==> src/rtl/sync_mod_counter.sv <==
// Modulo-N synchronous up/down counter with load, clear, terminal count and wrap pulse.
// Define MODCNT_CASCADE_EN to add cin/cout ports for chaining stages into wider counters.
module sync_mod_counter #(
    parameter int WIDTH   = 4,
    parameter int MODULUS = 10
) (
    input  logic             clk,
    input  logic             reset,
    input  logic             en,
    input  logic             up_dn,
    input  logic             clr,
    input  logic             load,
    input  logic [WIDTH-1:0] load_val,
`ifdef MODCNT_CASCADE_EN
    input  logic             cin,
    output logic             cout,
`endif
    output logic [WIDTH-1:0] Q,
    output logic [WIDTH-1:0] Qnot,
    output logic             tc,
    output logic             wrap
);

    // One spare bit so MODULUS = 2**WIDTH is representable.
    localparam logic [WIDTH:0] MOD_X = (WIDTH+1)'(MODULUS);
    localparam logic [WIDTH:0] MAX_X = (WIDTH+1)'(MODULUS - 1);

    logic [WIDTH:0]   q_x;
    logic [WIDTH:0]   ld_x;
    logic [WIDTH:0]   ld_sel_x;
    logic [WIDTH:0]   cnt_x;
    logic [WIDTH-1:0] ld_q;
    logic [WIDTH-1:0] cnt_q;
    logic             at_max;
    logic             at_zero;
    logic             step;
    logic [1:0]       unused_msb;

    assign q_x     = {1'b0, Q};
    assign ld_x    = {1'b0, load_val};
    assign at_max  = (q_x == MAX_X);
    assign at_zero = (q_x == '0);

    assign tc   = up_dn ? at_max : at_zero;
    assign Qnot = ~Q;

`ifdef MODCNT_CASCADE_EN
    assign step = en & cin;
    assign cout = tc & en & cin;
`else
    assign step = en;
`endif

    // Next-state candidates: clamped load value and modulo step.
    always_comb begin
        ld_sel_x = MAX_X;
        cnt_x    = q_x;
        if (ld_x < MOD_X) begin
            ld_sel_x = ld_x;
        end
        if (up_dn) begin
            cnt_x = at_max ? '0 : q_x + 1'b1;
        end else begin
            cnt_x = at_zero ? MAX_X : q_x - 1'b1;
        end
    end

    // Top bit is always zero once values are back in range.
    assign ld_q       = ld_sel_x[WIDTH-1:0];
    assign cnt_q      = cnt_x[WIDTH-1:0];
    assign unused_msb = {ld_sel_x[WIDTH], cnt_x[WIDTH]};

    // Counter register: reset > clr > load > count > hold.
    always_ff @(posedge clk) begin
        if (reset) begin
            Q    <= '0;
            wrap <= 1'b0;
        end else if (clr) begin
            Q    <= '0;
            wrap <= 1'b0;
        end else if (load) begin
            Q    <= ld_q;
            wrap <= 1'b0;
        end else if (step) begin
            Q    <= cnt_q;
            wrap <= tc;
        end else begin
            wrap <= 1'b0;
        end
    end

endmodule

==> config.mk <==
export PLATFORM = sky130hd
export DESIGN_NAME = sync_mod_counter
export DESIGN_NICKNAME = d
export VERILOG_FILES = /design/src/rtl/sync_mod_counter.sv
export SDC_FILE = /design/constraint.sdc
export NUM_CORES = 1
export LEC_CHECK = 0
export CAP_MARGIN = 15
export CORE_AREA = 5 5 42 44
export DETAILED_ROUTE_END_ITERATION = 10
export DIE_AREA = 0 0 47 49
export PLACE_DENSITY_LB_ADDON = 0.12
export SLEW_MARGIN = 0
export SYNTH_ARGS = -nofsm -noshare
export SYNTH_HDL_FRONTEND = slang
export SYNTH_SLANG_ARGS = --single-unit
==> constraint.sdc <==
create_clock -name clk -period 1.5 [get_ports clk]
set_clock_uncertainty 0.15 [all_clocks]
set_input_delay 0.3 -clock clk [delete_from_list [all_inputs] [get_ports clk]]
set_output_delay 0.3 -clock clk [all_outputs]
set_load 0.03 [all_outputs]
* After elaboration in Yosys (flattened, before gate mapping) *
Cells that the tools add are included.
Widths: inputs -> output; s select.

word-level totals
  bits in registers = 5
  logic and storage cells = 19
  output and inout port bits = 10
  bits of input ports = 10

cells by class
  $lt $le $gt $ge = 1
  equal/unequal tests = 1
  add/sub/neg operators = 2
  muxes and demuxes = 7
  reduce and logical (&&, ||, !) cells = 4
  bitwise operators = 2

operator list
  operator             number
  $mux 4               6
  $logic_not 5->1      1
  $add 4x1->4 const B  1
  $eq 4x4->1 const B   1
  $lt 4x4->1 const B   1
  $not 4->4            1
  $reduce_or 4->1      1
  $sub 4x1->4 const B  1
  $reduce_bool 2->1    1
  $reduce_or 2->1      1
  $mux 1               1
  $not 1->1            1

* Depth between registers and ports, before layout *
Gate-level depths: netlist of the first run.

  depth in word-level cells = 5
  mapped depth = 5
  mapped depth without buffers = 4

* Worst setup path before layout of the first run *
No wires, ideal clock.

  path type = reg2reg
  from = register Q[0]
  to = register wrap
  arrival time = 2.054 ns
  stages on the path, launching flop included = 5
  period minus slack after synthesis = 2.268 ns
  slack = -0.768 ns
  buffers on the path = 1
  library setup time = 0.064 ns
  data required time = 1.286 ns
  cells stage by stage = dfxtp_1 > buf_6 > or3_1 > a211oi_1 > and4_1

between the ends
  longest elaborated chain between the ends = 2
  elaborated cells on any way between the ends = 3
  classes of those cells = eq/ne (1); mux (1); reduce/logical (1)

ends and longest elaborated chain
  item                                                  RTL line  RTL
  start, declared                                       18        output logic [WIDTH-1:0] Q,
  start signal, assigned                                82        Q <= ld_q;
  start signal, assigned                                85        Q <= cnt_q;
  $eq 4x4->1 / $logic_not 5->1 (equally long branches)  41, 42
  $mux 1 *                                              44        assign tc = up_dn ? at_max : at_zero;
  net tc                                                20        output logic tc,
  end signal, assigned                                  86        wrap <= tc;
  end, declared                                         21        output logic wrap

The timed path passes the listed nets; every way through them passes the cells marked *.
A chain may end at the register's enable or synchronous reset.

* Worst setup path in the final report of the first run *
  from = register Q[3]
  to = output tc

between the ends
  longest elaborated chain between the ends = 2
  elaborated cells on any way between the ends = 3
  classes of those cells = eq/ne (1); mux (1); reduce/logical (1)

ends and longest elaborated chain
  item                                                  RTL line
  $eq 4x4->1 / $logic_not 5->1 (equally long branches)  41, 42
  $mux 1 *                                              44
  end, declared                                         20

Every way passes the cells marked *; elsewhere a longest branch is shown, timed or not.

==> results of run 1 <==
Yosys cell counts, types with 2 or more instances:
cell type / count
o21ai_0: 5
a31oi_1: 2
nand3_1: 3
dfxtp_1: 5
xor2_1: 3
nor3_1: 2
inv_1: 7
nor2b_1: 2
cells in the final DEF (no fill, tap or decap):
cell type	instances
nor3_1	1
nand3b_1	1
nand2b_1	1
and4_1	1
buf_6	1
xor2_1	3
nor3_2	2
o221ai_2	1
o2111a_1	1
o21ai_0	5
inv_1	6
nand3_1	3
clkbuf_1	1
a211oi_4	1
o21ai_1	1
dfxtp_1	1
o32a_1	1
dfxtp_4	1
buf_4	24
o21a_1	1
o311a_1	1
clkdlybuf4s15_1	1
nor2_1	1
clkdlybuf4s50_1	8
a31oi_1	2
a21oi_1	1
dlygate4sd2_1	1
dfxtp_2	3
mux2_4	1
nor2b_1	2
or3_4	2
clkbuf_4	3
inv_2	1
metal layers:
layer	wire length (um)	share of wire, %	up-vias
met5	0	0	-
met4	5	0.41	0
met3	59	4.9	2
met2	581	48	12
met1	564	47	211
li1	-	-	246
final cells by class:
| class | instances | area share (%) |
|---|---|---|
| clock buffer | 4 | 3.58 |
| multi-input combinational | 33 | 35.9 |
| inverter | 7 | 3.58 |
| timing repair buffer | 35 | 39.5 |
| tap | 16 | 2.73 |
| sequential | 5 | 14.7 |
what timing repair did:
| action | 4_1_cts | 5_1_grt |
|---|---|---|
| pin swaps | 3 | 2 |
| resized for setup | 4 | 1 |
| buffers inserted | 2 | 1 |
| setup endpoints to repair | 6 | 5 |
power by group through the flow:
stage               Combinational (mW)  Clock, mW  Sequential [mW]
detailed placement               0.175          0            0.146
finish                           0.186      0.155            0.144
global route                     0.201      0.169            0.144
global placement                 0.175          0            0.146
CTS                              0.185      0.166            0.144
floorplan                       0.0755          0            0.159
metrics by stage:
step                utilization (%)  area [sq um]
floorplan                         -           404
global placement               48.9           686
CTS                            52.1           729
global route                   52.4           734
finish                         52.4           734
detailed placement             48.9           686
sequential cells by signal, indices dropped and copies added (netlist names):
register	cells
wrap	1
Q	4
final timing paths:
check / start / end / depth (start not counted)
max reg2reg: Q[0] / Q[2] / 4
max: Q[3] / tc / 3
min: Q[1] / Q[1] / 3
min reg2reg: Q[1] / Q[1] / 3
cells by family (layout without fill, tap and decap cells):
family / count (synthesis) / count (layout)
AO/OA/AOI/OAI: 15 / 15
XOR/XNOR: 3 / 3
buffers and inverters: 8 / 46
flip-flops: 5 / 5
multiplexers: 1 / 1
AND/OR/NAND/NOR: 14 / 14
critical path: stages (launching register included):
cell      delay [ns]
dfxtp_2         0.31
or3_4           0.39
a211oi_4        0.24
buf_6           0.17
==> flow_summary.yaml, run 1 <==
final_layout:
  area_growth_pct: 93.7
  stdcell_count: 100
  diodes: 0
  drive_gt1_share_pct: 47.6
  multi_input_area_sq_um: 264
  n_fill_cell: 142
  seqCellArea_sq_um: 108
  fin_nets: 95
logic_synthesis:
  avgSynthCellArea_sq_um: 8.24
  syn_area_sq_um: 379
  synthMuxAreaShare_pct: 3.96
  ys_types: 25
  syn-num-nets: 56
  yosys.area_share.simple_pct: 24.1
  yosysTopAreaCell: "dfxtp_1"
  ys_seq_elements: 5
  ys_warn_count: 0
  synth_area_leaders: "dfxtp_1 (26%), inv_1 (6.9%), xor2_1 (6.9%)"
  synth_top_area_share_pct: 26.4
  async_flop_share_pct: 0
  synth_xor_xnor_area_share_pct: 6.93
  synth_cells: 46
  synth_top_family_by_area: "compound AO/OA/AOI/OAI gates"
  synth_edf_count: 0
  synth_ff_type: "dfxtp_1"
  synth_fa_ha_area_share_pct: 0
  ys_seq_area_share_pct: 26.4
  synth_compound_area_share_pct: 28.7
power_and_ir_drop:
  intPower_mw: 0.339
  worst_ir_drop_vdd_mv: 0.248
  swShare_pct: 30.1
  p_sw_mw: 0.146
  power_frac_seq_pct: 29.7
  p_leak_nw: 0.326
  combPwrFrac_pct: 38.4
  p_total_mw: 0.484
  clkPwrFrac_pct: 32.0
  p_per_area_mw_per_mm2: 660
route:
  drtPass1Iterations: 1
  drt-initial-drc-count: 0
  vias_per_cell: 4.71
  drc: 0
  ant_nets: 0
  dr_total_vias: 471
  wl_per_cell_um: 12.1
  wl_um: 1210
clock_network:
  htree_levels: 1
  clk_latency_ns: 0.24
  clk_root_buffer_cell: "clkbuf_4"
  cts_tree: "built"
  cts_buffer_depth: 2
  postCtsHoldBufs: 0
  cts.sinks: 5
  clk_pin_slew_ns: 0.04
  cts_made_buffers: 3
floorplanning:
  io_pins: 20
  die_area_sq_mm: 0.00230
  fp.dieW_um: 47
  fp.dieH_um: 49
  num_rows: 14
  core_area_sq_mm: 0.00140
  start_util_pct: 27.1
placed_design:
  post-place-ws_ns: -0.521
  numPortBuffers: 19
  placedCellCount: 94
  dp_hpwl_um: 962
  routabilityCongestion: 0.749
sta:
  setup_ws_ns: -0.294
  timing.final.crit_share_pct: 120
  post-route-min-period_ns: 1.79
  slew_viol_final: 0
  finalHoldViolations: 0
  tns_ns: -0.298
  rsz0062_at_grt: "true"
  fmax_ghz: 0.557
  holdWs_ns: 0.506
  tightest_slew_ns: 0.300
  slew_headroom_pct: 80.1
  setup_viol: 2
global_route:
  grt_pass1_vias: 467
  antenna_found_initial: 0
  use_met2_pct: 18.3
  track_usage_pct: 11.7
  grt_start_max_net_pins: 9
  busiest_layer: "met2"
  grt_pass1_wl_um: 1940
  use_met1_pct: 14.0
  use_met3_pct: 2.21
  grt.overflow.total: 0
worst_setup_path:
  end_kind: "output pin"
  startpoint_type: "flop"
  worst-path-max-fanout: 2
  worstPathArrival_ns: 1.34
  worstSetupPathType: "reg -> out"
  reg2reg_setup_slack_ns: 0
  critPathRequiredTime_ns: 1.05
run_status:
  violations: "setup timing"
  status: "finished, violations left"
worst_hold_path:
  holdCritPathClass: "reg -> reg"
job:
  drv_cap: 0
Power figures use the tool's default switching activity.
==> inputs of run 2 (changes only) <==
==> constraint.sdc (replaced) <==
create_clock -name clk -period 1.5 [get_ports clk]
set_clock_uncertainty 0.15 [all_clocks]
set_input_delay 0.15 -clock clk [delete_from_list [all_inputs] [get_ports clk]]
set_output_delay 0.15 -clock clk [all_outputs]
set_load 0.03 [all_outputs]
==> flow_summary.yaml, run 2 (synthesis gave the netlist of run 1 again) <==
worst_setup_path:
  end_kind: "output pin"
  worstPathArrival_ns: 1.38
  startpoint_type: "flop"
  cp_cell_sequence: "or3_4, a211oi_4, buf_6"
  worst-path-max-fanout: 4
  crit_end: "tc"
  reg2reg_setup_slack_ns: 0.01
  cp.depth: 3
  r2r-end: "Q[3]"
  cp-startpoint: "Q[0]"
  crit_path_top_delay_cell: "or3_4"
  critPathTopFamily: "simple AND/OR/NAND/NOR gates"
  slowest_delay_ns: 0.37
  worst-path-buf-inv: 1
  reg2regPathDepth: 4
  rr_startpoint: "Q[1]"
  worstSetupPathType: "reg -> out"
  critPathRequiredTime_ns: 1.20
route:
  ant_nets: 0
  dr_total_vias: 468
  drc: 0
  vias_per_cell: 4.88
  wl_um: 1280
  wl_per_cell_um: 13.3
  drtPass1Iterations: 4
  drt-initial-drc-count: 9
run_status:
  violations: "setup timing"
  status: "finished, violations left"
final_layout:
  diodes: 0
  largest_reg_flops: 4
  layout_commonest_cell: "buf_4"
  seqCellArea_sq_um: 110
  top_register: "Q"
  stdcell_count: 96
  layout_common_cells: "buf_4 (12), dlygate4sd2_1 (10), clkdlybuf4s50_1 (8)"
  area_growth_pct: 87.5
  n_fill_cell: 143
  multi_input_area_sq_um: 259
  reg_top3: "Q: 4 flops, wrap: 1 flops"
  drive_gt1_share_pct: 33.8
  fin_nets: 91
clock_network:
  cts_made_buffers: 3
  clk_root_buffer_cell: "clkbuf_4"
  htree_levels: 1
  clk_pin_slew_ns: 0.05
  cts_tree: "built"
  clk_latency_ns: 0.25
  cts_buffer_depth: 2
  cts.sinks: 5
power_and_ir_drop:
  worst_ir_drop_vdd_mv: 0.250
  p_leak_nw: 0.311
  p_total_mw: 0.481
  p_per_area_mw_per_mm2: 677
global_route:
  grt_pass1_wl_um: 2080
  grt_pass1_vias: 497
  antenna_found_initial: 0
  grt.overflow.total: 0
  track_usage_pct: 12.7
  grt_start_max_net_pins: 7
floorplanning:
  fp.dieH_um: 49
  io_pins: 20
  die_area_sq_mm: 0.00230
  num_rows: 14
  fp.dieW_um: 47
  core_area_sq_mm: 0.00140
  start_util_pct: 27.1
placed_design:
  routabilityCongestion: 0.775
  dp_hpwl_um: 1010
  placedCellCount: 89
  numPortBuffers: 19
sta:
  fmax_ghz: 0.596
  post-route-min-period_ns: 1.68
  slew_headroom_pct: 79.4
  setup_ws_ns: -0.179
  finalHoldViolations: 0
  tns_ns: -0.179
  timing.final.crit_share_pct: 112
  rsz0062_at_grt: "true"
  setup_viol: 1
  slew_viol_final: 0
  tightest_slew_ns: 0.311
worst_hold_path:
  holdCritPathClass: "in -> reg"
  holdCritStartpoint: "clr"
job:
  drv_cap: 0
==> run 2: cell types whose count changed in the layout (fill, tap and decap cells not counted), sizes merged <==
cell and change:
clkdlybuf4s15 -1, dlygate4sd2 +9, buf -12
==> run 2: what timing repair did <==
item | in CTS | in global routing
gates resized for setup | 12 | 1
buffers inserted | 3 | 0
hold buffers | 0 | 0
setup endpoints to repair | 12 | 4
pin swaps | 3 | 1
==> run 2: worst min path at each step <==
stage,endpoint,slack (ns),depth (start not counted)
after floorplan,Q[2],0.06,1
after global placement,Q[1],0.51,3
after detailed placement,Q[1],0.52,3
after CTS,Q[2],0.40,2
after global routing,Q[2],0.40,2
final,Q[2],0.40,2
==> run 2: through the flow <==
stage,hold WS (ns),util (%),worst slack [ns],cell area [sq um]
after global routing,0.396,50.7,-0.222,711
after detailed placement,0.519,47.7,-0.305,668
after CTS,0.397,50.7,-0.218,711
final,0.398,50.7,-0.179,711
after global placement,0.512,47.7,-0.323,668
after floorplan,0.0616,-,-0.183,404
==> run 2: where the power goes <==
| part | internal [mW] | switching, mW |
|---|---|---|
| clock | 0.101 | 0.0658 |
| sequential | 0.137 | 0.00654 |
| combinational | 0.0871 | 0.0828 |
| total | 0.326 | 0.155 |
==> run 2: routing by layer <==
metal	wire [um]	vias to the layer above	GRT usage [%]
met5	0	-	0
met4	24	0	8.76
met3	74	6	3.32
met2	599	15	19.0
met1	577	209	14.9
li1	-	238	-
==> run 2: cell type report <==
type / instances / area share (%)
clock buffer: 4 / 3.70
inverter: 7 / 3.70
multi-input combinational: 33 / 36.4
sequential: 5 / 15.5
tap: 16 / 2.82
timing repair buffer: 31 / 37.9
==> run 2: worst reg2reg max path, delay by kind of cell (launching register included) <==
family / cells / cell delay [ns]
mux: 1 / 0.27
simple gates: 1 / 0.38
compound gates: 2 / 0.30
flops: 1 / 0.33
==> inputs of run 3 (changes only) <==
--- a/config.mk
+++ b/config.mk
@@ -5,6 +5,7 @@
 export SDC_FILE = /design/constraint.sdc
 export NUM_CORES = 1
 export LEC_CHECK = 0
+export ABC_AREA = 1
 export CAP_MARGIN = 15
 export CORE_AREA = 5 5 42 44
 export DETAILED_ROUTE_END_ITERATION = 10
==> flow_summary.yaml, run 3 <==
worst_setup_path:
  worstSetupPathType: "reg -> out"
  slowest_delay_ns: 0.36
  crit_path_top_delay_cell: "dfxtp_2"
  critPathRequiredTime_ns: 1.20
  worstPathArrival_ns: 1.23
  reg2reg_setup_slack_ns: 0.24
  startpoint_type: "flop"
  worst-path-buf-inv: 1
  end_kind: "output pin"
  worst-path-max-fanout: 6
  critPathTopFamily: "flip-flops"
  cp_cell_sequence: "nor2_1, a31oi_2, nor2_2, buf_6"
placed_design:
  numPortBuffers: 19
  placedInstanceArea_sq_um: 651
  dp_hpwl_um: 944
  routabilityCongestion: 0.860
  placedCellCount: 109
logic_synthesis:
  synth_ff_type: "dfxtp_1"
  async_flop_share_pct: 0
  syn_area_sq_um: 405
  syn-num-nets: 79
  ys_types: 19
  ys_seq_elements: 5
  ys_seq_area_share_pct: 24.7
  ys_warn_count: 0
  synth_most_common_cell: "nand2_1"
  synth_area_leaders: "dfxtp_1 (25%), nand2_1 (20%), nand3_1 (7.4%)"
  yosysTopAreaCell: "dfxtp_1"
  avgSynthCellArea_sq_um: 5.88
  synth_top_area_share_pct: 24.7
  synth_edf_count: 0
  synth_commonest_cells: "nand2_1 (22), nor2_1 (8), inv_1 (6), nand3_1 (6), dfxtp_1 (5)"
  synth_cells: 69
clock_network:
  postCtsHoldBufs: 0
  cts_tree: "built"
  clk_pin_slew_ns: 0.05
  htree_levels: 1
  clk_root_buffer_cell: "clkbuf_4"
  cts.sinks: 5
  cts_buffer_depth: 2
  cts_made_buffers: 3
  clk_latency_ns: 0.24
global_route:
  grt.overflow.total: 0
  grt_pass1_vias: 508
  track_usage_pct: 12.2
  antenna_found_initial: 0
  grt_start_max_net_pins: 7
  grt_pass1_wl_um: 2040
floorplanning:
  die_area_sq_mm: 0.00230
  io_pins: 20
  start_util_pct: 28.9
  num_rows: 14
  fp.dieW_um: 47
  core_area_sq_mm: 0.00140
  fp.dieH_um: 49
final_layout:
  top_register: "Q"
  layout_common_cells: "nand2_1 (22), buf_4 (11), clkdlybuf4s50_1 (9)"
  final_area_sq_um: 738
  area_growth_pct: 82.1
  largest_reg_flops: 4
  fin_nets: 114
  layout_commonest_cell: "nand2_1"
  reg_top3: "Q: 4 flops, wrap: 1 flops"
  utilization_pct: 52.7
  n_fill_cell: 162
  drive_gt1_share_pct: 33.0
  diodes: 0
  stdcell_count: 119
sta:
  post-route-min-period_ns: 1.53
  rsz0062_at_grt: "true"
  slew_viol_final: 0
  timing.final.crit_share_pct: 102
  finalHoldViolations: 0
  slew_headroom_pct: 79.8
  setup_viol: 1
  setup_ws_ns: -0.0253
  tightest_slew_ns: 0.304
  fmax_ghz: 0.656
  tns_ns: -0.0253
route:
  vias_per_cell: 4.66
  wl_per_cell_um: 10.4
  drtPass1Iterations: 4
  ant_nets: 0
  drc: 0
  dr_total_vias: 555
  drt-initial-drc-count: 10
  wl_um: 1230
job:
  drv_cap: 0
power_and_ir_drop:
  p_total_mw: 0.474
  p_per_area_mw_per_mm2: 642
  p_leak_nw: 0.378
  worst_ir_drop_vdd_mv: 0.515
run_status:
  status: "finished, violations left"
  violations: "setup timing"
worst_hold_path:
  holdCritPathClass: "in -> reg"
## run 3: cell types whose count changed after synthesis, sizes merged, moves of 2 or more
cell | previous run | this run
nand2 | 0 | 25
xor2 | 3 | 1
nand3 | 3 | 7
or3 | 2 | 0
inv | 7 | 10
nor2b | 2 | 0
nor3 | 3 | 0
nor2 | 1 | 9
## run 3: final cells by class
class                      count  area [sq um]  share of cell area, %
timing repair buffer          30           265                   35.9
sequential                     5           106                   14.4
multi-input combinational     53           278                   37.6
clock buffer                   4          26.3                   3.56
tap                           16          20.0                   2.71
inverter                      11          42.5                   5.76
## run 3: path summary, 6_finish.rpt
path	start	to	depth (start not counted)
max	Q[1]	tc	4
min	clr	Q[0]	4
min reg2reg	Q[1]	Q[1]	2
max reg2reg	Q[0]	Q[1]	8
## run 3: what timing repair did
action                     4_1_cts  5_1_grt
buffers inserted                 1        5
setup endpoints to repair        9        3
gates resized for setup         12        4
pin swaps                        1        2
cloned                           0        0
## run 3: cells by family (layout without fill, tap and decap cells)
family | after synthesis | in the layout | synth area share, %
DFF | 5 | 5 | 24.7
AOI/OAI and AO/OA | 10 | 10 | 15.7
and+or+nand+nor | 42 | 42 | 46.9
buffers and inverters | 11 | 45 | 10.5
xor gates and xnor gates | 1 | 1 | 2.16
## run 3: per-stage QoR
| step | hold WS [ns] | setup WS (ns) |
|---|---|---|
| floorplan | 0.153 | 0.00703 |
| global placement | 0.527 | 0.0397 |
| detailed placement | 0.522 | 0.0238 |
| CTS | 0.390 | -0.0346 |
| global route | 0.418 | -0.122 |
| finish | 0.390 | -0.0253 |
## run 3: report_power, final
part	total [mW]	switching (mW)	internal (mW)
clock	0.158	0.0577	0.101
combinational	0.170	0.0896	0.0806
sequential	0.145	0.00730	0.138
total	0.474	0.155	0.319
## run 3: routing by layer
layer	up-vias	part of all wire [%]	routed length [um]	track usage, %
met5	-	0	0	0
li1	286	-	-	-
met2	19	49	603	18.1
met4	0	0	0	4.15
met1	250	43	527	14.3
met3	0	8.2	101	7.01
## run 3: worst reg2reg max path, cell delays in order, from the launching register on
cell and delay (ns):
dfxtp_2 0.35, buf_4 0.15, nand2_2 0.08, clkinv_2 0.08, nor2_1 0.08, nand3_1 0.07
nand2_1 0.07, nand2_1 0.06, a21oi_2 0.12
